File: config.mk
export PLATFORM = sky130hd
export DESIGN_NAME = fetch_pc_unit
export DESIGN_NICKNAME = d
export VERILOG_FILES = /design/src/rtl/fetch_pc_unit.sv
export SDC_FILE = /design/constraint.sdc
export NUM_CORES = 1
export LEC_CHECK = 0
export CAP_MARGIN = 20
export CELL_PAD_IN_SITES_DETAIL_PLACEMENT = 0
export CELL_PAD_IN_SITES_GLOBAL_PLACEMENT = 2
export CORE_MARGIN = 5
export CORE_UTILIZATION = 24
export CTS_CLUSTER_SIZE = 28
export DETAILED_ROUTE_END_ITERATION = 16
export GPL_TIMING_DRIVEN = 0
export PLACE_DENSITY_LB_ADDON = 0.12
export SETUP_SLACK_MARGIN = 0.05
export SYNTH_ARGS = -nofsm -noshare
export SYNTH_HDL_FRONTEND = slang
export SYNTH_SLANG_ARGS = --single-unit
File: constraint.sdc
create_clock -name clk -period 3.4 [get_ports clk]
set_input_delay 0.51 -clock clk [delete_from_list [all_inputs] [get_ports clk]]
set_output_delay 0.51 -clock clk [all_outputs]
set_load 0.05 [all_outputs]
File: src/rtl/fetch_pc_unit.sv
// Program counter and fetch sequencer for the WISC-F18 core: holds the architectural PC,
// applies stalls and taken-branch redirects, detects HLT and counts accepted fetches.
module fetch_pc_unit #(
  parameter logic [15:0] RESET_PC    = 16'h0000,
  parameter int unsigned PC_INC      = 2,
  parameter logic [3:0]  HALT_OPCODE = 4'hF
) (
  input  logic        clk,
  input  logic        rst,
  input  logic        stall,
  input  logic        branch_taken,
  input  logic [15:0] branch_target,
  input  logic [15:0] instr,
  output logic [15:0] pc,
  output logic [15:0] pc_plus2,
  output logic        fetch_valid,
  output logic        halted,
  output logic [15:0] fetch_count
);

  typedef enum logic {
    RUN    = 1'b0,
    HALTED = 1'b1
  } state_t;

  state_t      state_q, state_d;
  logic [15:0] pc_q, pc_d;
  logic [15:0] count_q;
  logic        is_hlt;

  assign is_hlt   = (instr[15:12] == HALT_OPCODE);
  assign pc_plus2 = pc_q + 16'(PC_INC);

  // Older branch squashes the younger fetch, so redirect outranks both stall and HLT.
  always_comb begin
    state_d     = state_q;
    pc_d        = pc_q;
    fetch_valid = 1'b0;
    unique case (state_q)
      RUN: begin
        if (branch_taken) begin
          pc_d = branch_target;
        end else if (!stall) begin
          fetch_valid = 1'b1;
          if (is_hlt) begin
            state_d = HALTED;
          end else begin
            pc_d = pc_plus2;
          end
        end
      end
      HALTED: begin
        if (branch_taken) begin
          pc_d    = branch_target;
          state_d = RUN;
        end
      end
      default: begin
        state_d = RUN;
      end
    endcase
  end

  always_ff @(posedge clk) begin
    if (rst) begin
      state_q <= RUN;
      pc_q    <= RESET_PC;
      count_q <= '0;
    end else begin
      state_q <= state_d;
      pc_q    <= pc_d;
      if (fetch_valid && (count_q != '1)) begin
        count_q <= count_q + 16'd1;
      end
    end
  end

  assign pc          = pc_q;
  assign halted      = (state_q == HALTED);
  assign fetch_count = count_q;

endmodule
# Word-level counts from Yosys, hierarchy flattened
# Index checks and enable logic that the tools add are counted.
classes:
  add_sub_neg: 2
  n_eq_ne: 5
  n_mux: 13
  n_bitwise: 1
  n_reduce_logical: 2
ops:
  columns: ["cell", "n"]
  rows:
  - ["$mux W16", 4]
  - ["$pmux W16 S2", 1]
  - ["$add A16 B1 Y16 const B", 1]
  - ["$add A16 B2 Y16 const B", 1]
  - ["$ne A16 B16 Y1 const B", 1]
  - ["$mux W1", 7]
  - ["$ne A3 B3 Y1 const B", 2]
  - ["$eq A4 B4 Y1 const B", 1]
  - ["$reduce_and A3 Y1", 1]
  - ["$ne A2 B2 Y1 const B", 1]
  - ["$pmux W1 S2", 1]
  - ["$logic_and A1 B1 Y1", 1]
  - ["$not A1 Y1", 1]
word_totals:
  register_bits: 33
  inputBits: 36
  out_inout_bits: 50
  elab_cells: 26

# Depth between registers and ports, before layout
# Gate-level depths: netlist of the first run.
logic_depth:
  depth_word: 5
  mapped_depth: 6
  mapped_depth_nobuf: 5

# Least setup slack after synthesis of the first run
# Ideal clock, no wire load.
synth_path:
  path_type: "register to output"
  from: "register pc_q[4] (netlist: pc[4])"
  to: "output pc_plus2[11]"
  arrival_ns: 2.483
  required_ns: 2.890
  setup_slack_ns: 0.407
  stages_incl_launch_ff: 7
  path_buffers: 2
  path_cell_list: "dfxtp_1 clkbuf_1 nand4_1 clkbuf_1 or2_2 nor2_1 xor2_1"
synth_via:
  elab_chain_len: 1
synth_rtl:
  columns: ["element", "line", "rtl"]
  rows:
  - ["from (decl)", "27", "logic [15:0] pc_q, pc_d;"]
  - ["from (signal assigned)", "71", "pc_q <= pc_d;"]
  - ["$add A16 B2 Y16", "32", "assign pc_plus2 = pc_q + 16'(PC_INC);"]
  - ["to (decl)", "15", "output logic [15:0] pc_plus2,"]
# No other way between the ends.

# Final worst setup path of the first run
layout_path:
  from: "register pc_q[3] (netlist: pc[3])"
  to: "output pc_plus2[12]"
# The elaborated chain is that of the path after synthesis.

==> impl_metrics.toml, run 1 <==
[hold_path]
hold_class = "reg2reg"

[synth]
synth_area_per_cell_um2 = 7.64
netlist_top_cells_area = "sky130_fd_sc_hd__dfxtp_1 (33%), sky130_fd_sc_hd__nand2_1 (4.9%), sky130_fd_sc_hd__nor2_1 (4.3%), sky130_fd_sc_hd__a21oi_1 (4.2%), sky130_fd_sc_hd__o21ai_0 (3.7%)"
synthesized_cell_area_mm2 = 0.00201
async_flop_share_pct = 0
synth.ff_latch_count = 33
post_synthesis_sequential_area_ratio_pct = 32.9
synthesis.instances = 263
synth.largest_area_cell = "sky130_fd_sc_hd__dfxtp_1"
yosysWarningCount = 0
netlist.area_leader.share_pct = 32.9
dominantRegCellSynth = "sky130_fd_sc_hd__dfxtp_1"
post_synth_num_cell_types = 50
synth_edf_count = 0
synthesis.nets = 301

[timing]
worst-slew-pin-transition_ns = 1.02
final_critical_path_setup_slack_ns = 0.244
setup_viol_count_final = 0
fmax_mhz = 317
fin_crit_sh_pct = 92.8
worst_clock_skew_ns = 0.00930
rsz0062_at_grt = "false"
max_slew_violation_count = 0
period_needed_ns = 3.16
hold_viol_final = 0
slew_headroom_pct = 31.6
fin_tns_setup_ns = 0

[global_route]
grt_max_degree = 12
grt_pass1_vias = 2162
global_route.usage.total_pct = 14.5
antenna_found_initial = 0
grt_first_pass_wirelength_um = 11600
grt_overflow = 0

[run]
drv.max_cap_violation_count = 0

[detailed_routing]
dr_pass1_iterations = 4
finalWirelength_um = 7370
ant_nets = 0
vias = 2226
detail_route.drc_violations = 0
drt_first_iter_violations = 58
average_wire_length_per_cell_after_detail_routing_um = 16.4
drt-vias-per-instance = 4.96

[setup_path]
worst-endpoint-arrival_ns = 2.65
worstPathCellList = "clkbuf_1 > nand4_1 > or2_2 > nor2_1 > xor2_1 > clkdlybuf4s50_1"
critPathSlowestCell = "sky130_fd_sc_hd__clkdlybuf4s50_1"
capturing_element_type_of_the_critical_path = "output pin"
startpoint_type = "flop"
critical-path-max-stage-delay_ns = 0.82
critical_path_required_ns = 2.89
crit_fanout = 8
timing_worst_setup_path_type = "reg2out"

[clock_network]
cts-buffers-inserted = 5
clock_tree.root_cell = "sky130_fd_sc_hd__clkbuf_8"
worstSkewPairLatency_ns = 0.29
cts_hold_buf = 0
cts_tree = "built"
clkSinkCount = 33
cts.path.max_buffers = 2
htree_num_levels = 2
cts.clk_slew.worst_paths_ns = 0.08

[die]
rows = 33
die_area_mm2 = 0.0103
chipHeight_um = 102
die_w_um = 102
io_pins = 86
initial_utilization_pct = 24.6
std_cell_core_area_mm2 = 0.00818

[final_layout]
layout.cells.most_common_list = "sky130_fd_sc_hd__clkdlybuf4s50_1 (67), sky130_fd_sc_hd__dfxtp_1 (33), sky130_fd_sc_hd__nand2_1 (26)"
register_area_um2 = 661
final_util_pct = 36.8
antenna_cells = 0
share_of_layout_cells_above_drive_strength_1_pct = 5.52
layout_commonest_cell = "sky130_fd_sc_hd__clkdlybuf4s50_1"
area_grow_syn2layout_pct = 49.6
num-nets-final = 381
filler_cell_count = 894
multiInputGateArea_mm2 = 0.00125

[pwr]
power_density_mw_per_mm2 = 391
power.ir.vdd_worst_mv = 0.232
p_leak_nw = 1.05

[run_status]
status = "finished clean"

[place]
pre_cts_slack_ns = 0.262
numPortBuffers = 73
routabilityCongestion = 0.722
dp_hpwl_um = 5540
==> critical path, delay by kind of cell (launching register included) <==
family | cells | cell delay (ns)
xor gates and xnor gates | 1 | 0.17
buffers and inverters | 2 | 1.12
DFF | 1 | 0.34
and+or+nand+nor | 3 | 0.72
==> state kept, by name, summed over array words and instances, names as in the netlist <==
register / count
fetch_count: 16
pc: 16
halted: 1
==> layer usage <==
| metal | wire length [um] | track usage, % |
|---|---|---|
| met5 | 0 | 0 |
| met4 | 95 | 3.78 |
| met3 | 390 | 3.65 |
| met2 | 3670 | 25.6 |
| met1 | 3220 | 17.4 |
==> logic make-up (layout without fill, tap and decap cells) <==
group,after synthesis,after routing,synth area share [%]
simple gates,119,119,31.3
compound gates,66,66,21.7
flops,33,33,32.9
buf+inv,26,107,5.11
xor+xnor,12,12,5.23
mux,5,5,2.55
fa+ha+maj,2,2,1.25
==> final timing paths <==
kind                  start              to  slack [ns]  cells past startpoint
max                   pc[3]    pc_plus2[12]        0.24                      6
min reg2reg  fetch_count[5]  fetch_count[5]        0.50                      2
min          fetch_count[5]  fetch_count[5]        0.50                      2
max reg2reg  fetch_count[2]  fetch_count[3]        0.82                      5
==> area by class of cell <==
class	count	share of cell area, %
tap	105	4.37
sequential	33	22.0
inverter	7	0.874
buffer	19	2.54
multi-input combinational	204	41.5
timing repair buffer	73	24.3
clock buffer	5	2.29
clock inverter	3	2.16
==> through the flow <==
| step | cells | cell area [um^2] | hold WS [ns] | power [mW] |
|---|---|---|---|---|
| after floorplan | 263 | 2010 | 0.657 | 0.612 |
| after global placement | 441 | 2870 | 0.491 | 0.732 |
| after detailed placement | 441 | 2870 | 0.493 | 0.730 |
| after CTS | 449 | 3000 | 0.505 | 1.19 |
| after global routing | 449 | 3010 | 0.538 | 1.23 |
| final | 449 | 3010 | 0.502 | 1.17 |
==> Yosys cell counts, drive strengths merged, types with 2 or more instances <==
cell / count
inv: 7
a31oi: 5
nor4: 9
or3: 8
nand3: 12
or4: 7
o41ai: 2
and4: 2
and3: 4
a311o: 2
a22o: 2
o21a: 2
mux2i: 4
clkbuf: 17
a31o: 2
buf: 2
or2: 4
nor2b: 3
o21ai: 15
xor2: 6
a32oi: 3
xnor2: 6
ha: 2
a21oi: 17
nor2: 23
dfxtp: 33
a211oi: 2
nor3: 7
nand4: 8
o31ai: 5
nand2: 26
==> repair_timing <==
item,4_1_cts,5_1_grt
endpoints found under the setup margin,3,4
buffers inserted,0,0
gates resized for setup,3,5
cloned,0,0
==> report_power, final <==
part | total, mW | switching (mW) | internal, mW
sequential | 0.421 | 0.0190 | 0.402
combinational | 0.296 | 0.188 | 0.108
clock | 0.458 | 0.166 | 0.292
No activity file was read; power rests on OpenSTA's default activity.
==> run 2: changes to the inputs <==
--- a/config.mk
+++ b/config.mk
@@ -5,7 +5,7 @@
 export SDC_FILE = /design/constraint.sdc
 export NUM_CORES = 1
 export LEC_CHECK = 0
-export CAP_MARGIN = 20
+export CAP_MARGIN = 5
 export CELL_PAD_IN_SITES_DETAIL_PLACEMENT = 0
 export CELL_PAD_IN_SITES_GLOBAL_PLACEMENT = 2
 export CORE_MARGIN = 5
@@ -14,7 +14,6 @@
 export DETAILED_ROUTE_END_ITERATION = 16
 export GPL_TIMING_DRIVEN = 0
 export PLACE_DENSITY_LB_ADDON = 0.12
-export SETUP_SLACK_MARGIN = 0.05
 export SYNTH_ARGS = -nofsm -noshare
 export SYNTH_HDL_FRONTEND = slang
 export SYNTH_SLANG_ARGS = --single-unit
==> run 2 against run 1 <==
Final cell count unchanged. Critical path depth unchanged. Sequential power about the same. Largest power group unchanged.
==> impl_metrics.toml, run 2 (synthesis gave the netlist of run 1 again) <==
[global_route]
grt_overflow = 0
global_route.usage.total_pct = 14.5
grt_pass1_vias = 2162
grt_max_degree = 12
antenna_found_initial = 0
grt_first_pass_wirelength_um = 11600

[die]
io_pins = 86
std_cell_core_area_mm2 = 0.00818
die_w_um = 102
rows = 33
initial_utilization_pct = 24.6
chipHeight_um = 102
die_area_mm2 = 0.0103

[pwr]
power.ir.vdd_worst_mv = 0.232
p_leak_nw = 1.07
power_density_mw_per_mm2 = 390
post_layout_total_power_mw = 1.18

[detailed_routing]
drt_first_iter_violations = 50
ant_nets = 0
detail_route.drc_violations = 0
finalWirelength_um = 7380
average_wire_length_per_cell_after_detail_routing_um = 16.4
vias = 2229
dr_pass1_iterations = 4
drt-vias-per-instance = 4.96

[timing]
slew_headroom_pct = 31.6
rsz0062_at_grt = "false"
fmax_mhz = 317
fin_tns_setup_ns = 0
final_critical_path_setup_slack_ns = 0.241
max_slew_violation_count = 0
setup_viol_count_final = 0
worst_clock_skew_ns = 0.00927
hold_viol_final = 0
fin_crit_sh_pct = 92.9
period_needed_ns = 3.16
worst-slew-pin-transition_ns = 1.02

[final_layout]
layout.cells.most_common_list = "sky130_fd_sc_hd__clkdlybuf4s50_1 (67), sky130_fd_sc_hd__dfxtp_1 (33), sky130_fd_sc_hd__nand2_1 (26)"
num-nets-final = 381
filler_cell_count = 893
antenna_cells = 0
post-route-cell-area_mm2 = 0.00301
register_area_um2 = 661
layout_commonest_cell = "sky130_fd_sc_hd__clkdlybuf4s50_1"
multiInputGateArea_mm2 = 0.00125
area_grow_syn2layout_pct = 50.0
share_of_layout_cells_above_drive_strength_1_pct = 5.23

[setup_path]
critical_path_required_ns = 2.89
startpoint_type = "flop"
crit_fanout = 8
capturing_element_type_of_the_critical_path = "output pin"
worst-endpoint-arrival_ns = 2.65
timing_worst_setup_path_type = "reg2out"

[run]
drv.max_cap_violation_count = 0

[place]
routabilityCongestion = 0.722
pre_cts_slack_ns = 0.262
numPortBuffers = 73
dp_hpwl_um = 5540
detailed_place.area_mm2 = 0.00287

[hold_path]
hold_class = "reg2reg"

[clock_network]
cts-buffers-inserted = 5
clkSinkCount = 33
cts.clk_slew.worst_paths_ns = 0.08
cts.path.max_buffers = 2
worstSkewPairLatency_ns = 0.29
htree_num_levels = 2
cts_tree = "built"
clock_tree.root_cell = "sky130_fd_sc_hd__clkbuf_8"

[run_status]
status = "finished clean"
[run 2: changes by cell type in the layout (fill, tap and decap cells not counted), sizes merged]
cell,previous run,this run
clkbuf,23,22
clkdlybuf4s15,0,1
dlygate4sd2,2,1
dlymetal6s2s,3,4
[run 2: final timing paths]
| kind | start | endpoint | slack (ns) | depth (start not counted) |
|---|---|---|---|---|
| setup reg to reg | fetch_count[2] | fetch_count[3] | 0.82 | 5 |
| hold / removal | fetch_count[5] | fetch_count[5] | 0.50 | 2 |
| setup / recovery | pc[3] | pc_plus2[12] | 0.24 | 6 |
| hold reg to reg | fetch_count[5] | fetch_count[5] | 0.50 | 2 |
[run 2: cell type report]
| cell class | count | area share (%) |
|---|---|---|
| Tap cell | 105 | 4.36 |
| Multi-Input combinational cell | 204 | 41.3 |
| Inverter | 7 | 0.872 |
| Clock inverter | 3 | 2.16 |
| Timing Repair Buffer | 73 | 24.5 |
| Clock buffer | 5 | 2.28 |
| Buffer | 19 | 2.53 |
| Sequential cell | 33 | 21.9 |
[run 2: worst max-delay path, stage by stage, from the launching register on]
cell and delay, ns:
sky130_fd_sc_hd__dfxtp_1 0.34, sky130_fd_sc_hd__clkbuf_1 0.30, sky130_fd_sc_hd__nand4_1 0.22, sky130_fd_sc_hd__or2_2 0.37, sky130_fd_sc_hd__nor2_1 0.13, sky130_fd_sc_hd__xor2_1 0.17, sky130_fd_sc_hd__clkdlybuf4s50_1 0.82
[run 2: what timing repair did]
action | 4_1_cts | 5_1_grt
setup endpoints to repair | 2 | 5
cloned | 0 | 0
buffers inserted | 0 | 0
resized for setup | 2 | 5
hold buffers | 0 | 0
[run 2: metal layers]
metal  track usage (%)  wire length (um)
met1              17.4              3230
met2              25.6              3670
met3              3.65               390
met4              3.78                95
met5                 0                 0
[run 2: through the flow]
step / hold WS, ns / std cells / utilization [%]
after CTS: 0.505 / 449 / 36.7
final: 0.502 / 449 / 36.9
after detailed placement: 0.493 / 441 / 35.1
after global placement: 0.491 / 441 / 35.1
after global routing: 0.538 / 449 / 36.9
after floorplan: 0.657 / 263 / -
[run 2: where the power goes]
group	internal, mW	total, mW	switching [mW]
registers	0.402	0.421	0.0190
logic	0.109	0.297	0.188
clock network	0.292	0.458	0.166
total	0.802	1.18	0.373
